<file path="src/rtl/cla_seq_adder_pkg.sv">
// Shared definitions for the sequential CLA adder: FSM encodings, slice width, counter sizing.
package cla_seq_adder_pkg;

    localparam int unsigned SliceW = 8;

    typedef enum logic [1:0] {
        StIdle = 2'd0,
        StRun  = 2'd1,
        StDone = 2'd2
    } state_e;

    // Keep the counter at least 1 bit wide, even for a single chunk.
    function automatic int unsigned cnt_width(input int unsigned n);
        return (n > 1) ? $clog2(n) : 1;
    endfunction

endpackage

</file>
<file path="src/rtl/cla_seq_adder_cla8.sv">
// 8-bit carry-lookahead slice: every carry is a flat generate/propagate sum-of-products.
module cla_8 (
    input  logic [7:0] a,
    input  logic [7:0] b,
    input  logic       cin,
    output logic [7:0] sum,
    output logic       cout
);

    logic [7:0] g;
    logic [7:0] p;
    logic [8:0] c;
    logic       carry;
    logic       prop;

    assign g = a & b;
    assign p = a ^ b;

    always_comb begin
        c     = '0;
        c[0]  = cin;
        carry = 1'b0;
        prop  = 1'b1;
        for (int i = 0; i < 8; i++) begin
            carry = 1'b0;
            prop  = 1'b1;
            for (int j = i; j >= 0; j--) begin
                carry = carry | (prop & g[j]);
                prop  = prop & p[j];
            end
            c[i+1] = carry | (prop & cin);
        end
    end

    assign sum  = p ^ c[7:0];
    assign cout = c[8];

endmodule

</file>
<file path="src/rtl/cla_seq_adder.sv">
// Multi-cycle WIDTH-bit adder/subtractor reusing one cla_8 slice over WIDTH/8 passes.
// Optional signed-overflow output enabled by defining CLA_SEQ_OVF_EN.
module cla_seq_adder
    import cla_seq_adder_pkg::*;
#(
    parameter int unsigned WIDTH = 32
) (
    input  logic             clk,
    input  logic             rst_n,
    input  logic             in_valid,
    output logic             in_ready,
    input  logic [WIDTH-1:0] a,
    input  logic [WIDTH-1:0] b,
    input  logic             sub,
    input  logic             cin,
    output logic             out_valid,
    input  logic             out_ready,
    output logic [WIDTH-1:0] sum,
    output logic             cout
`ifdef CLA_SEQ_OVF_EN
    ,
    output logic             ovf
`endif
);

    localparam int unsigned CHUNKS = WIDTH / SliceW;
    localparam int unsigned CntW   = cnt_width(CHUNKS);

    state_e            state_q, state_d;
    logic [WIDTH-1:0]  a_q, b_q, sum_q;
    logic              carry_q, cout_q;
    logic [CntW-1:0]   cnt_q;
    logic [SliceW-1:0] f8;
    logic              c8;
    logic              accept;
    logic              last_pass;

    assign accept    = (state_q == StIdle) && in_valid;
    assign last_pass = (state_q == StRun) && (cnt_q == CntW'(CHUNKS - 1));

    cla_8 u_slice (
        .a    (a_q[SliceW-1:0]),
        .b    (b_q[SliceW-1:0]),
        .cin  (carry_q),
        .sum  (f8),
        .cout (c8)
    );

    always_ff @(posedge clk or negedge rst_n) begin
        if (!rst_n) begin
            state_q <= StIdle;
        end else begin
            state_q <= state_d;
        end
    end

    always_comb begin
        state_d = state_q;
        unique case (state_q)
            StIdle:  if (in_valid)  state_d = StRun;
            StRun:   if (last_pass) state_d = StDone;
            StDone:  if (out_ready) state_d = StIdle;
            default: state_d = StIdle;
        endcase
    end

    always_comb begin
        in_ready  = (state_q == StIdle);
        out_valid = (state_q == StDone);
    end

    always_ff @(posedge clk or negedge rst_n) begin
        if (!rst_n) begin
            a_q     <= '0;
            b_q     <= '0;
            sum_q   <= '0;
            carry_q <= 1'b0;
            cout_q  <= 1'b0;
            cnt_q   <= '0;
        end else if (accept) begin
            a_q     <= a;
            b_q     <= sub ? ~b : b;
            carry_q <= sub ? 1'b1 : cin;
            cnt_q   <= '0;
        end else if (state_q == StRun) begin
            // Results enter from the top so the first slice ends up in the low byte.
            a_q     <= {{SliceW{1'b0}}, a_q[WIDTH-1:SliceW]};
            b_q     <= {{SliceW{1'b0}}, b_q[WIDTH-1:SliceW]};
            sum_q   <= {f8, sum_q[WIDTH-1:SliceW]};
            carry_q <= c8;
            cnt_q   <= cnt_q + CntW'(1);
            if (last_pass) begin
                cout_q <= c8;
            end
        end
    end

    assign sum  = sum_q;
    assign cout = cout_q;

`ifdef CLA_SEQ_OVF_EN
    logic a_msb_q, b_msb_q, ovf_q;

    always_ff @(posedge clk or negedge rst_n) begin
        if (!rst_n) begin
            a_msb_q <= 1'b0;
            b_msb_q <= 1'b0;
            ovf_q   <= 1'b0;
        end else if (accept) begin
            a_msb_q <= a[WIDTH-1];
            b_msb_q <= sub ? ~b[WIDTH-1] : b[WIDTH-1];
        end else if (last_pass) begin
            ovf_q <= (a_msb_q == b_msb_q) && (f8[SliceW-1] != a_msb_q);
        end
    end

    assign ovf = ovf_q;
`endif

endmodule
</file>
<file path="config.mk">
export PLATFORM = sky130hd
export DESIGN_NAME = cla_seq_adder
export DESIGN_NICKNAME = d
export VERILOG_FILES = /design/src/rtl/cla_seq_adder_pkg.sv /design/src/rtl/cla_seq_adder_cla8.sv /design/src/rtl/cla_seq_adder.sv
export SDC_FILE = /design/constraint.sdc
export NUM_CORES = 1
export LEC_CHECK = 0
export BUFFER_PORTS_ARGS = -buffer_cell sky130_fd_sc_hd__buf_2
export CAP_MARGIN = 40
export CORE_ASPECT_RATIO = 0.9
export CORE_MARGIN = 2
export CORE_UTILIZATION = 30
export CTS_CLUSTER_DIAMETER = 30
export DETAILED_ROUTE_END_ITERATION = 12
export PLACE_DENSITY_LB_ADDON = 0.12
export SLEW_MARGIN = 20
export SYNTH_ARGS = -nofsm -noshare
export SYNTH_HDL_FRONTEND = slang
export SYNTH_SLANG_ARGS = --single-unit
</file>
<file path="constraint.sdc">
create_clock -name clk -period 2.1 [get_ports clk]
set_input_delay 0.105 -clock clk [delete_from_list [all_inputs] [get_ports clk]]
set_output_delay 0.105 -clock clk [all_outputs]
set_load 0.005 [all_outputs]
</file>
==> flow_summary.toml, run 1 <==
[yosys]
netlist_instances = 488
synth_simple_gate_area_frac = 0.183
synthFlopType = "dfrtp_1"
synth_area_um2 = 4760
synth_top_family_by_area = "simple AND/OR/NAND/NOR gates"
ys_types = 39
yosysMostFrequentCell = "nand2_1"
synth_edf_count = 0
synth_compound_area_frac = 0.151
synth-async-reset-ratio = 1.00
ys_top_cells_by_area = "dfrtp_1 54%, nand2_1 11%, xnor2_1 6.1%, a221o_1 5.3%, a22oi_1 3.6%"
synth_top_cell_area_share = 0.536
muxShareOfSynthArea = 0.00447
synth_adder_area_share = 0.0279
synth.avg_cell_area_um2 = 9.75
ys_seq_area_frac = 0.536
synth_nets = 568
synth_common_cells = "145 x nand2_1, 102 x dfrtp_1, 33 x xnor2_1, 30 x nor2_1, 25 x a221o_1"
synth_seq_cells = 102
yosys_warnings = 0
synth_top_cell_by_area = "dfrtp_1"
synth-xor-area-share = 0.0626

[worst_setup_path]
r2r_slack_ps = 200
worst-r2r-cell-count = 5
crit_fanout = 4
cp-end-kind = "flip-flop"
start_kind = "flip-flop"
crit_family = "compound AO/OA/AOI/OAI gates"
worstSetupPathType = "reg -> reg"
cp_data_required_time_ps = 2330
cp_slowest_cell = "dfrtp_1"
crit_buf_inv = 0
worstPathCellList = "ha_1 > a211o_1 > a2111oi_4 > mux2i_1 > a211o_1"
cpMostUsedCell = "a211o_1"
regToRegEndpoint = "sum[29]"
max_stage_delay_ps = 410
critPathArrivalTime_ps = 2130
r2r-start = "b_q[0]"

[clock_tree]
path_clk_slew_ps = 60
insertion_delay_ps = 350
cts_tree = "built"
cts_max_level = 3
root_buffer = "clkbuf_16"
cts_sinks = 102
post_cts_resized = 0
cts_setup_buffers = 0
cts_made_buffers = 9
clock_path_buffers = 2

[route]
wl_per_cell_um = 15.0
via_per_inst = 4.75
detail-route-antenna-nets = 0
drt_pass1_iterations = 5
drc = 0
drtIter0Drc = 326
finalWirelength_um = 12300
route.vias.total = 3882

[worst_hold_path]
min_to = "a_q[7]"
whs_path_depth = 3
hp-start = "a[7]"
hold_path_class = "in -> reg"

[power]
p_clk_frac = 0.167
switchingPower_mw = 3.74
max-vdd-ir-drop_mv = 0.842
p_seq_frac = 0.379
p_comb_frac = 0.455
p_int_mw = 5.56
swShare = 0.402
powerDensity_nw_per_um2 = 1520
total_leakage_power_nw = 3.01

[sta]
setup_tns_ps = 0
hold_viol = 0
slew_headroom = 0.631
rsz0062_at_grt = "false"
period_minus_slack_ps = 1900
drv_slew = 0
setup_viol = 0
min_period_over_period = 0.904
timing.final.ws_setup_ps = 202
fmax_mhz = 527
tightest_slew_ps = 552
skew_ps = 8.96

[global_route]
grt_pass1_vias = 3768
overflow = 0
grt_util_all_layers = 0.155
antenna_found_initial = 0
grt_max_degree = 83
grt_pass1_wl_um = 20100

[final_layout]
syn2layout_area_growth_pct = 28.7
utilization = 0.397
n_fill_cell = 1577
final_net_count = 690
seq_area_um2 = 2550
drive_gt1_frac = 0.224
stdcell_area_um2 = 6130
multi_input_area_um2 = 2070
diodes = 0

[placed_design]
dp_slack_ps = 239
placed_cell_area_um2 = 5550
place_congestion = 0.795
io_buffer_count = 104
dpl.hpwl_um = 8260

[die]
die_h_um = 123
design.die.area_um2 = 16900
ioPinCount = 105
coreArea_um2 = 15400
initial_core_util = 0.308
die_x_um = 137
num_rows = 43

[status]
run_status = "finished, final reports clean"

[flow_run]
max_cap_viol_count = 0
## layer usage
layer	up-vias	part of all wire	track usage
met3	9	0.048	0.0443
met1	1875	0.49	0.217
li1	1920	-	-
met4	0	0.0097	0.0425
met5	-	0	0
met2	78	0.45	0.235
## per-stage QoR
| stage | cells | total power, mW | hold slack (ps) |
|---|---|---|---|
| 6_report | 817 | 9.30 | 22.3 |
| 5_1_grt | 817 | 10.2 | 4.78 |
| 4_1_cts | 815 | 9.45 | 2.47 |
| 3_5_place_dp | 770 | 7.80 | 63.0 |
| 3_3_place_gp | 769 | 7.62 | 56.8 |
| 2_1_floorplan | 488 | 6.31 | -191 |
## cell usage in the layout, fill, tap and decap left out, drive strengths merged, types with 2 or more instances in the layout
cell type | netlist | final
a211o | 3 | 3
nor3 | 4 | 4
a21o | 2 | 2
dfrtp | 102 | 102
o21ai | 15 | 15
dlygate4sd3 | 0 | 31
a221o | 25 | 25
xnor2 | 33 | 33
o211ai | 6 | 6
a21oi | 5 | 5
inv | 5 | 6
nand3 | 19 | 19
nor2 | 30 | 30
clkinv | 0 | 2
clkbuf | 13 | 13
o21a | 4 | 4
buf | 21 | 114
nor3b | 5 | 5
ha | 9 | 9
a211oi | 2 | 2
nand2 | 145 | 145
nand2b | 2 | 2
a22oi | 23 | 23
nor2b | 2 | 2
## area by class of cell
| class | count | area share |
|---|---|---|
| well taps | 202 | 0.0413 |
| inverters | 5 | 0.00306 |
| clock buffers | 13 | 0.0408 |
| clock inverters | 3 | 0.00306 |
| flip-flops and latches | 102 | 0.417 |
| repair buffers | 145 | 0.158 |
| multi-input cells | 347 | 0.337 |
## flip-flops by register name, summed over array words and instances, names as in the netlist
name and count:
cnt_q 2, b_q 32, a_q 32, state_q 2, sum 32, cout 1
carry_q 1
## cells by family (layout without fill, tap and decap cells)
logic type      count (synthesis)  count (layout)
compound gates                 90              90
xor+xnor                       34              34
fa+ha+maj                      10              10
buf+inv                        39             166
flops                         102             102
mux                             2               2
simple gates                  211             211
## worst max-delay path by stage
stage | start | endpoint | slack (ps) | depth (start not counted)
floorplan | a_q[0] | sum[29] | 340 | 5
global placement | b_q[0] | sum[29] | 220 | 5
detailed placement | b_q[0] | sum[29] | 240 | 5
CTS | b_q[0] | sum[29] | 200 | 5
global route | b_q[0] | sum[29] | 140 | 5
finish | b_q[0] | sum[29] | 200 | 5
## timing repair
action / 4_1_cts / 5_1_grt
hold buffers: 29 / 2
endpoints found under the setup margin: 0 / 0
endpoints found under the hold margin: 55 / 2
## worst min-delay path, delay by kind of cell
family          cells  cell delay (ps)
compound gates      1               80
buf+inv             1               80
simple gates        1               70
## power groups by stage
stage                     Sequential (mW)  Clock, mW  Combinational (mW)
after detailed placement             3.57          0                4.23
final                                3.52       1.55                4.23
after CTS                            3.54       1.62                4.29
after global placement               3.55          0                4.08
after global routing                 3.67       1.70                4.80
after floorplan                      3.37          0                2.94
Power figures use the tool's default switching activity.
==> run 2, diff against run 1 <==
--- a/config.mk
+++ b/config.mk
@@ -12,7 +12,6 @@
 export CORE_UTILIZATION = 30
 export CTS_CLUSTER_DIAMETER = 30
 export DETAILED_ROUTE_END_ITERATION = 12
-export PLACE_DENSITY_LB_ADDON = 0.12
 export SLEW_MARGIN = 20
 export SYNTH_ARGS = -nofsm -noshare
 export SYNTH_HDL_FRONTEND = slang
==> run 2 against run 1 <==
Compared with the run above: cell count unchanged; sequential share of layout area shrank 0.43 points; via count up 1.8%; register-to-register slack improved by 30 ps; fmax increased by 1.4%; critical path depth is the same; highest routed layer unchanged.
==> flow_summary.toml, run 2 (synthesized netlist as in run 1, its figures left out) <==
[worst_setup_path]
worst-r2r-cell-count = 5
cp-end-kind = "flip-flop"
critPathArrivalTime_ps = 2100
worstPathCellList = "ha_1 > o21a_2 > a2111oi_4 > mux2i_1 > a211o_1"
cp_data_required_time_ps = 2330
max_stage_delay_ps = 410
crit_fanout = 4
r2r-start = "b_q[1]"
start_kind = "flip-flop"
worstSetupPathType = "reg -> reg"
cp_slowest_cell = "dfrtp_1"
r2r_slack_ps = 230
regToRegEndpoint = "sum[29]"

[die]
die_h_um = 123
die_x_um = 137
num_rows = 43
ioPinCount = 105
coreArea_um2 = 15400
design.die.area_um2 = 16900
initial_core_util = 0.308

[sta]
hold_viol = 0
min_period_over_period = 0.891
tightest_slew_ps = 757
setup_tns_ps = 0
setup_viol = 0
fmax_mhz = 534
slew_headroom = 0.494
period_minus_slack_ps = 1870
drv_slew = 0
rsz0062_at_grt = "false"
skew_ps = 7.09

[clock_tree]
cts_sinks = 102
cts_tree = "built"
cts_made_buffers = 9
post_cts_resized = 0
insertion_delay_ps = 350
cts_max_level = 3
clock_path_buffers = 2
path_clk_slew_ps = 70
root_buffer = "clkbuf_16"

[final_layout]
final_common_cell = "nand2_1"
final_net_count = 690
drive_gt1_frac = 0.229
diodes = 0
syn2layout_area_growth_pct = 30.0
final_cell_mix = "145 x nand2_1, 103 x buf_2, 102 x dfrtp_1"

[worst_hold_path]
min_to = "state_q[1]"
whs_path_depth = 3
hp-start = "out_ready"
hold_path_class = "in -> reg"

[global_route]
grt_pass1_vias = 3833
grt_pass1_wl_um = 19600
grt_max_degree = 83
gr-max-usage-layer = "met2"
grt_util_met3 = 0.0402
use_met1 = 0.201
grt_util_all_layers = 0.150
use_met2 = 0.241
antenna_found_initial = 0
overflow = 0

[route]
drt_pass1_iterations = 5
wl_per_cell_um = 14.9
drtIter0Drc = 263
via_per_inst = 4.84
detail-route-antenna-nets = 0
finalWirelength_um = 12100
drc = 0
route.vias.total = 3951

[placed_design]
io_buffer_count = 104
place_congestion = 0.775
dpl.hpwl_um = 8320

[power]
p_clk_frac = 0.207
swShare = 0.389
total_power_mw = 9.67
switchingPower_mw = 3.76
p_comb_frac = 0.429
p_seq_frac = 0.364
powerDensity_nw_per_um2 = 1560
p_int_mw = 5.91
total_leakage_power_nw = 3.05
max-vdd-ir-drop_mv = 1.02

[flow_run]
max_cap_viol_count = 0

[status]
run_status = "finished, final reports clean"
## run 2: changes by cell type in the layout (fill, tap and decap cells not counted), sizes merged
cell    previous run  this run
bufinv             0         3
clkbuf            13        12
clkinv             2         0
## run 2: repair_timing
action	in CTS	in global routing
hold buffers	31	0
endpoints found under the setup margin	0	0
setup buffers	0	0
hold endpoints to repair	68	0
## run 2: per-stage QoR
stage | util | hold WS (ps) | instance area, um2 | std cells | setup WS [ps]
3_5_place_dp | 0.357 | 126 | 5510 | 770 | 233
5_1_grt | 0.401 | 32.3 | 6190 | 817 | 108
6_report | 0.401 | 10.2 | 6190 | 817 | 229
3_3_place_gp | 0.357 | 115 | 5510 | 770 | 261
4_1_cts | 0.401 | 5.28 | 6190 | 817 | 216
2_1_floorplan | - | -191 | 4760 | 488 | 335
## run 2: worst max path at each step
stage | from | end | slack [ps] | depth (start not counted)
floorplan | a_q[0] | sum[29] | 340 | 5
global placement | state_q[1] | b_q[3] | 260 | 4
detailed placement | b_q[1] | sum[29] | 230 | 5
CTS | b_q[1] | sum[29] | 220 | 5
global route | state_q[1] | b_q[7] | 110 | 4
finish | b_q[1] | sum[29] | 230 | 5
## run 2: layout make-up
type	count	area (um2)
Fill cell	1522	9250
Sequential cell	102	2550
Multi-Input combinational cell	347	2070
Timing Repair Buffer	145	933
Clock buffer	12	267
Tap cell	202	253
Clock inverter	4	98.8
Inverter	5	18.8
## run 2: worst max-delay path, delay by kind of cell (launching register included)
kind                     cells  cell delay [ps]
AO/OA/AOI/OAI                3              900
flip-flops                   1              410
adder cells (fa/ha/maj)      1              330
multiplexers                 1              120
## run 2: routing by layer
layer	part of all wire	wire length [um]	vias to the layer above
li1	-	-	1918
met1	0.45	5450	1919
met2	0.48	5860	107
met3	0.055	673	7
met4	0.013	155	0
met5	0	0	-
## run 2: power groups by stage
stage	Combinational, mW	Sequential (mW)	Clock [mW]
5_1_grt	4.70	3.64	2.12
3_3_place_gp	4.00	3.52	0
6_report	4.15	3.52	2.00
3_5_place_dp	4.11	3.55	0
4_1_cts	4.18	3.52	2.05
2_1_floorplan	2.94	3.37	0
